<file path="src/rtl/demux_rr_scheduler.sv">
// Round-robin 1-to-8 demultiplexer: each accepted data bit is driven onto the next
// enabled output line for DWELL cycles, then the block returns to IDLE for a new grant.
module demux_rr_scheduler #(
    parameter int DWELL = 2
) (
    input  logic       clk,
    input  logic       rst_n,
    input  logic       in_valid,
    input  logic       in_data,
    output logic       in_ready,
    input  logic [7:0] ch_en,
    output logic [2:0] sel,
    output logic [7:0] y,
    output logic       busy
);

    typedef enum logic {IDLE, DRIVE} state_t;

    state_t     state, state_nxt;
    logic [3:0] cnt, cnt_nxt;
    logic       dbit, dbit_nxt;
    logic [2:0] last, last_nxt;
    logic [2:0] sel_nxt;
    logic [7:0] y_nxt;
    logic       busy_nxt;
    logic [2:0] grant;
    logic [2:0] idx;
    logic       found;
    logic       xfer;

    assign in_ready = (state == IDLE) && (|ch_en);
    assign xfer     = in_valid && in_ready;

    // Search starts just after the previous grant and ends on it, so a lone channel repeats.
    always_comb begin
        grant = last;
        idx   = '0;
        found = 1'b0;
        for (int i = 1; i <= 8; i++) begin
            idx = last + 3'(i);
            if (!found && ch_en[idx]) begin
                grant = idx;
                found = 1'b1;
            end
        end
    end

    always_ff @(posedge clk or negedge rst_n) begin
        if (!rst_n) begin
            state <= IDLE;
        end else begin
            state <= state_nxt;
        end
    end

    always_comb begin
        state_nxt = state;
        case (state)
            IDLE:    if (xfer) state_nxt = DRIVE;
            DRIVE:   if (cnt == 4'd0) state_nxt = IDLE;
            default: state_nxt = IDLE;
        endcase
    end

    // Next values of the registered outputs; ch_en and in_data only matter at a transfer.
    always_comb begin
        sel_nxt  = sel;
        y_nxt    = y;
        busy_nxt = busy;
        cnt_nxt  = cnt;
        dbit_nxt = dbit;
        last_nxt = last;
        case (state)
            IDLE: begin
                y_nxt    = 8'h00;
                busy_nxt = 1'b0;
                if (xfer) begin
                    sel_nxt  = grant;
                    dbit_nxt = in_data;
                    y_nxt    = 8'(in_data) << grant;
                    busy_nxt = 1'b1;
                    cnt_nxt  = 4'(DWELL - 1);
                end
            end
            DRIVE: begin
                if (cnt == 4'd0) begin
                    y_nxt    = 8'h00;
                    busy_nxt = 1'b0;
                    last_nxt = sel;
                end else begin
                    y_nxt    = 8'(dbit) << sel;
                    busy_nxt = 1'b1;
                    cnt_nxt  = cnt - 4'd1;
                end
            end
            default: begin
                y_nxt    = 8'h00;
                busy_nxt = 1'b0;
            end
        endcase
    end

    always_ff @(posedge clk or negedge rst_n) begin
        if (!rst_n) begin
            sel  <= 3'd0;
            y    <= 8'h00;
            busy <= 1'b0;
            cnt  <= 4'd0;
            dbit <= 1'b0;
            last <= 3'd7;
        end else begin
            sel  <= sel_nxt;
            y    <= y_nxt;
            busy <= busy_nxt;
            cnt  <= cnt_nxt;
            dbit <= dbit_nxt;
            last <= last_nxt;
        end
    end

endmodule

</file>
<file path="config.mk">
export PLATFORM = sky130hd
export DESIGN_NAME = demux_rr_scheduler
export DESIGN_NICKNAME = d
export VERILOG_FILES = /design/src/rtl/demux_rr_scheduler.sv
export SDC_FILE = /design/constraint.sdc
export NUM_CORES = 1
export LEC_CHECK = 0
export CAP_MARGIN = 20
export CORE_ASPECT_RATIO = 0.5
export CORE_MARGIN = 8
export CORE_UTILIZATION = 55
export DETAILED_ROUTE_END_ITERATION = 10
export PLACE_DENSITY = 0.79
export SYNTH_ARGS = -nofsm -noshare
export SYNTH_HDL_FRONTEND = slang
export SYNTH_SLANG_ARGS = --single-unit
</file>
<file path="constraint.sdc">
create_clock -name clk -period 5.26 [get_ports clk]
set_input_delay 1.052 -clock clk [delete_from_list [all_inputs] [get_ports clk]]
set_output_delay 1.052 -clock clk [all_outputs]
set_load 0.05 [all_outputs]
</file>
# Yosys cells after proc, flatten, opt, wreduce, memory -nomap -nowiden
# Cells that the tools add are included.
dict set report word_totals {
  regBits 20
  latch_bits 0
  ram_bits 0
  mem_bits_ro 0
  output_inout_bits 13
  wordCells 88
  mem_count 0
}
dict set report op_classes {
  n_addsub 8
  multipliers 0
  div 0
  n_lt_le_gt_ge 8
  eq_ne 2
  shifts 2
  n_mux 40
  n_bitwise 1
  reduce_logical 21
}
# cell count
set op_table {}
lappend op_table {{less-than comparator 3 x 4 -> 1 bit, second input constant} 8}
lappend op_table {{binary-select mux 1 bit (select 3 bit)} 8}
lappend op_table {{2-to-1 mux 3 bit} 8}
lappend op_table {{2-to-1 mux 1 bit} 17}
lappend op_table {{2-to-1 mux 8 bit} 2}
lappend op_table {{one-hot mux 8 bit (2 select lines)} 1}
lappend op_table {{<< shifter 1 x 3 -> 8 bit} 2}
lappend op_table {{adder 3 bit, second input constant} 4}
lappend op_table {{logical AND 1 bit} 9}
lappend op_table {{2-to-1 mux 4 bit} 2}
lappend op_table {{one-hot mux 4 bit (2 select lines)} 1}
lappend op_table {{OR reduction 8 bit} 1}
lappend op_table {{logical NOT 1 bit} 7}
lappend op_table {{adder 3 x 2 -> 3 bit, second input constant} 2}
lappend op_table {{AND reduction 2 bit} 3}
lappend op_table {{logical NOT 4 bit} 1}
lappend op_table {{inequality test 2 bit, second input constant} 2}
lappend op_table {{subtractor 4 x 1 -> 4 bit, second input constant} 1}
lappend op_table {{adder 3 x 1 -> 3 bit, second input constant} 1}
lappend op_table {{one-hot mux 1 bit (2 select lines)} 1}
lappend op_table {{NOT 1 bit} 1}

# Longest topological paths before layout
dict set report logic_depth {
  depth_word 28
  ltp_mapped 14
  ltp_nobuf 10
}

# Worst setup path before layout
# OpenSTA, ideal clock, no wires.
dict set report synth_timing {
  path_type {reg2reg}
  startpoint {reg last[1]}
  endpoint {reg y[2]}
  t_arrival_ns 3.927
  t_required_ns 5.179
  slack_ns 1.252
  stages_incl_launch_ff 15
  n_path_buf 4
  period_less_slack_ns 4.008
  cell_sequence {dfstp_2 -> clkbuf_1 -> buf_1 -> inv_1 -> ha_1 -> bufbuf_16 -> clkbuf_1 -> mux4_1 -> mux2i_1 -> inv_1 -> nor4_1 -> nor2_1 -> o2bb2ai_1 -> or3b_4 -> o22ai_2}
}
dict set report synth_via {
  elab_chain_len 28
  elab_cells_between_ends 55
  cone_classes {add/sub (7); shift (1); mux (33); reduce/logical (14)}
}
# element line
set synth_lines {}
lappend synth_lines {{from (decl)} 22} ;# logic [2:0] last, last_nxt;
lappend synth_lines {{from (signal assigned)} 117} ;# last <= last_nxt;
lappend synth_lines {{adder 3 x 1 -> 3 bit} 40} ;# idx = last + 3'(i);
lappend synth_lines {{binary-select mux 1 bit (select 3 bit)} 41} ;# if (!found && ch_en[idx]) begin
lappend synth_lines {{2-to-1 mux 1 bit (implied by the code)} 41}
lappend synth_lines {{2-to-1 mux 1 bit} 41}
lappend synth_lines {{logical NOT 1 bit} 41}
lappend synth_lines {{logical AND 1 bit} 41}
lappend synth_lines {{2-to-1 mux 1 bit} 41}
lappend synth_lines {{logical NOT 1 bit} 41}
lappend synth_lines {{[... 13 more ...]} -}
lappend synth_lines {{2-to-1 mux 1 bit} 41}
lappend synth_lines {{logical NOT 1 bit} 41}
lappend synth_lines {{logical AND 1 bit} 41}
lappend synth_lines {{2-to-1 mux 3 bit *} 41}
lappend synth_lines {{<< shifter 1 x 3 -> 8 bit *} 80} ;# y_nxt = 8'(in_data) << grant;
lappend synth_lines {{2-to-1 mux 8 bit *} 77} ;# if (xfer) begin
lappend synth_lines {{one-hot mux 8 bit (2 select lines) *} 73} ;# case (state)
lappend synth_lines {{named net y_nxt[2]} 24} ;# logic [7:0] y_nxt;
lappend synth_lines {{to (signal assigned)} 113} ;# y <= y_nxt;
lappend synth_lines {{to (decl)} 13} ;# output logic [7:0] y,
# Mark *: on every way through the listed nets, which the timed path passes. The rest lies on a longest branch. The select of a mux whose other input is x is not followed.
# A chain may end at the register's enable or synchronous reset.

# Final worst setup path
dict set report layout_timing {
  startpoint {in ch_en[5]}
  endpoint {reg y[1]}
}
dict set report layout_via {
  elab_chain_len 27
  elab_cells_between_ends 51
  cone_classes {shift (1); mux (33); reduce/logical (17)}
}
# element line
set layout_lines {}
lappend layout_lines {{from (decl)} 11} ;# input logic [7:0] ch_en,
lappend layout_lines {{binary-select mux 1 bit (select 3 bit)} 41}
lappend layout_lines {{2-to-1 mux 1 bit (implied by the code)} 41}
lappend layout_lines {{2-to-1 mux 1 bit} 41}
lappend layout_lines {{logical NOT 1 bit} 41}
lappend layout_lines {{logical AND 1 bit} 41}
lappend layout_lines {{2-to-1 mux 1 bit} 41}
lappend layout_lines {{logical NOT 1 bit} 41}
lappend layout_lines {{logical AND 1 bit} 41}
lappend layout_lines {{[... 12 more ...]} -}
lappend layout_lines {{2-to-1 mux 1 bit} 41}
lappend layout_lines {{logical NOT 1 bit} 41}
lappend layout_lines {{logical AND 1 bit} 41}
lappend layout_lines {{2-to-1 mux 3 bit} 41}
lappend layout_lines {{<< shifter 1 x 3 -> 8 bit} 80}
lappend layout_lines {{2-to-1 mux 8 bit *} 77}
lappend layout_lines {{one-hot mux 8 bit (2 select lines) *} 73}
lappend layout_lines {{named net y_nxt[1]} 24}
# Marks and branches as above.

==> flow_summary.ini <==
[global_routing]
antenna_found_initial = 0
grt_overflow = 0
grt_pass1_vias = 1564
grt_first_pass_wirelength_microns = 7710
grt_usage_pct = 16.0
grt_max_degree = 24

[sta]
clock-skew-final_ns = 0.00277
hold_viol = 0
rsz0062_at_grt = no
fin_tns_setup_ns = 0
post-route-min-period_ns = 4.18
clock.fmax_mhz = 239
setup_violations = 0
max-slew-margin-rel_pct = 42.8
period_share_pct = 79.5
worst_slew_pin_slew_ns = 0.855
slew_viol_final = 0

[run]
drv_cap = 0

[logic_synthesis]
yosysSeqAreaShare_pct = 25.0
avgSynthCellArea_sq_um = 10.2
ys_types = 53
synthArstFlopShare_pct = 100
ys.flop_type = dfrtp_1
synth_area_sq_um = 2010
ys_ff_latch = 20
synth_nets = 212
synthCells = 197
yosysWarningCount = 0
synth_edf_count = 0

[floorplanning]
die_h_microns = 58.8
ios = 25
die_w_microns = 102
die_area_sq_um = 5970
initial_core_util_pct = 58.0
num_rows = 15
coreArea_sq_um = 3470

[cells_and_area]
num-nets-final = 231
diodes = 0
drive_above_1_share_pct = 14.4
final_common_cell = clkdlybuf4s50_1
syn_to_final_growth_pct = 12.1
final_cell_mix = clkdlybuf4s50_1 (24), nand2_1 (23), o21ai_0 (18), dfrtp_1 (17), nor2_1 (10)

[worst_setup_path]
path_delay_family = simple AND/OR/NAND/NOR gates
path_buf_inv = 1
cp_slowest_cell = mux4_1
cp-start-kind = primary input
path_max_fanout = 10
path_cells = clkdlybuf4s50_1 -> mux4_1 -> or2_1 -> o22a_1 -> or3_4 -> o311ai_4 -> xnor2_1 -> or3b_1 -> o22ai_1
arrival_ns = 4.35
cp_slowest_stage_delay_ns = 0.67
endpoint_kind = flip-flop
r2r_setup_slack_ns = 1.14
worstSetupPathType = primary input to flip-flop
critPathRequiredTime_ns = 5.43

[clocking]
cts_tree = yes
cts_hold_buf = 0
clock_sinks = 20
clock_latency_ns = 0.25
path_clk_slew_ns = 0.07
ctsResizeCount = 0
post-cts-setup-buffers = 0
clk_path_buf_depth = 2
numCtsBuffers = 3
htreeDepth = 1
root_buffer = clkbuf_8

[place]
io_buffers = 24
dp_hpwl_microns = 3540
gp_congestion = 0.978

[detailed_routing]
routed_wl_microns = 4660
antenna_left = 0
drc = 0
first_pass_iters = 4
wl_per_cell_microns = 17.5
via_per_inst = 6.44
dr_total_vias = 1713
first_iter_violations = 176

[hold_path]
hold_class = flip-flop to flip-flop

[status]
status = finished clean
==> metrics by stage <==
step / area, sq um / hold slack (ns) / cells / setup slack, ns / utilization (%)
after floorplan: 2010 / 0.462 / 197 / 1.25 / -
after global placement: 2200 / 0.483 / 262 / 0.893 / 63.4
after detailed placement: 2200 / 0.500 / 262 / 0.877 / 63.4
after CTS: 2260 / 0.514 / 266 / 1.13 / 65.0
after global routing: 2260 / 0.551 / 266 / 0.826 / 65.0
final: 2260 / 0.514 / 266 / 1.08 / 65.0
==> area by class of cell <==
cell class	instances	area (sq um)
multi-input combinational	156	1350
fill	294	1210
sequential	20	504
timing repair buffer	25	248
tap	51	63.8
clock buffer	4	55.1
inverter	10	37.5
==> logic make-up (layout without fill, tap and decap cells) <==
family	Yosys count	in the layout	synth area share (%)
AO/OA/AOI/OAI	55	55	19.2
buffers and inverters	21	39	7.95
flip-flops	20	20	25.0
multiplexers	32	32	28.3
XOR/XNOR	6	6	2.61
adder cells (fa/ha/maj)	3	3	1.86
AND/OR/NAND/NOR	60	60	15.0
==> per-layer routing <==
metal / up-vias / share of wire [%] / wire length (microns) / track usage, %
met5: - / 0 / 0 / 0
met4: 0 / 2.0 / 92 / 6.29
met3: 13 / 6.3 / 293 / 2.82
met2: 64 / 47 / 2170 / 24.2
met1: 834 / 45 / 2110 / 22.2
li1: 802 / - / - / -
==> worst reg2reg max path: cells and delay by family (launching register included) <==
kind                       cells  cell delay, ns
and+or+nand+nor                3            0.73
AOI/OAI and AO/OA              2            0.48
muxes                          2            1.00
DFF                            1            0.83
adders and majority gates      1            0.37
buffers and inverters          3            0.63
==> synthesized netlist by cell type, types with 3 or more instances <==
library cell / count / share of area [%]
a21oi_1: 6 / 1.5
a221oi_1: 3 / 1.3
and3_1: 3 / 0.93
buf_6: 3 / 1.7
clkbuf_1: 3 / 0.56
clkbuf_8: 3 / 2.1
dfrtp_1: 17 / 21
dfstp_2: 3 / 3.9
ha_1: 3 / 1.9
inv_1: 9 / 1.7
mux2_2: 3 / 1.7
mux2_4: 4 / 3.0
mux2i_1: 9 / 4.5
mux4_1: 7 / 9.1
mux4_2: 9 / 10
nand2_1: 23 / 4.3
nand2b_1: 3 / 0.93
nand3_1: 3 / 0.75
nor2_1: 10 / 1.9
nor4_1: 4 / 1.2
o21ai_0: 18 / 4.5
o22ai_1: 7 / 2.2
or2_2: 3 / 0.93
xnor2_1: 5 / 2.2
==> final timing paths <==
check                      depth (start not counted)  startpoint      to
hold reg to reg                                    1      cnt[0]  cnt[0]
setup / recovery                                   9    ch_en[5]    y[1]
max in group asynchronous                          1       rst_n    y[3]
setup reg to reg                                  11     last[0]    y[6]
hold / removal                                     1      cnt[0]  cnt[0]
min in group asynchronous                          1       rst_n  cnt[1]
==> sequential cells by signal, summed over array words and instances (netlist names) <==
signal / count
busy: 1
cnt: 4
dbit: 1
last: 3
sel: 3
y: 8
Power is not shown: default switching activity piles up to over one toggle a cycle in this logic, so the estimate is an artifact.
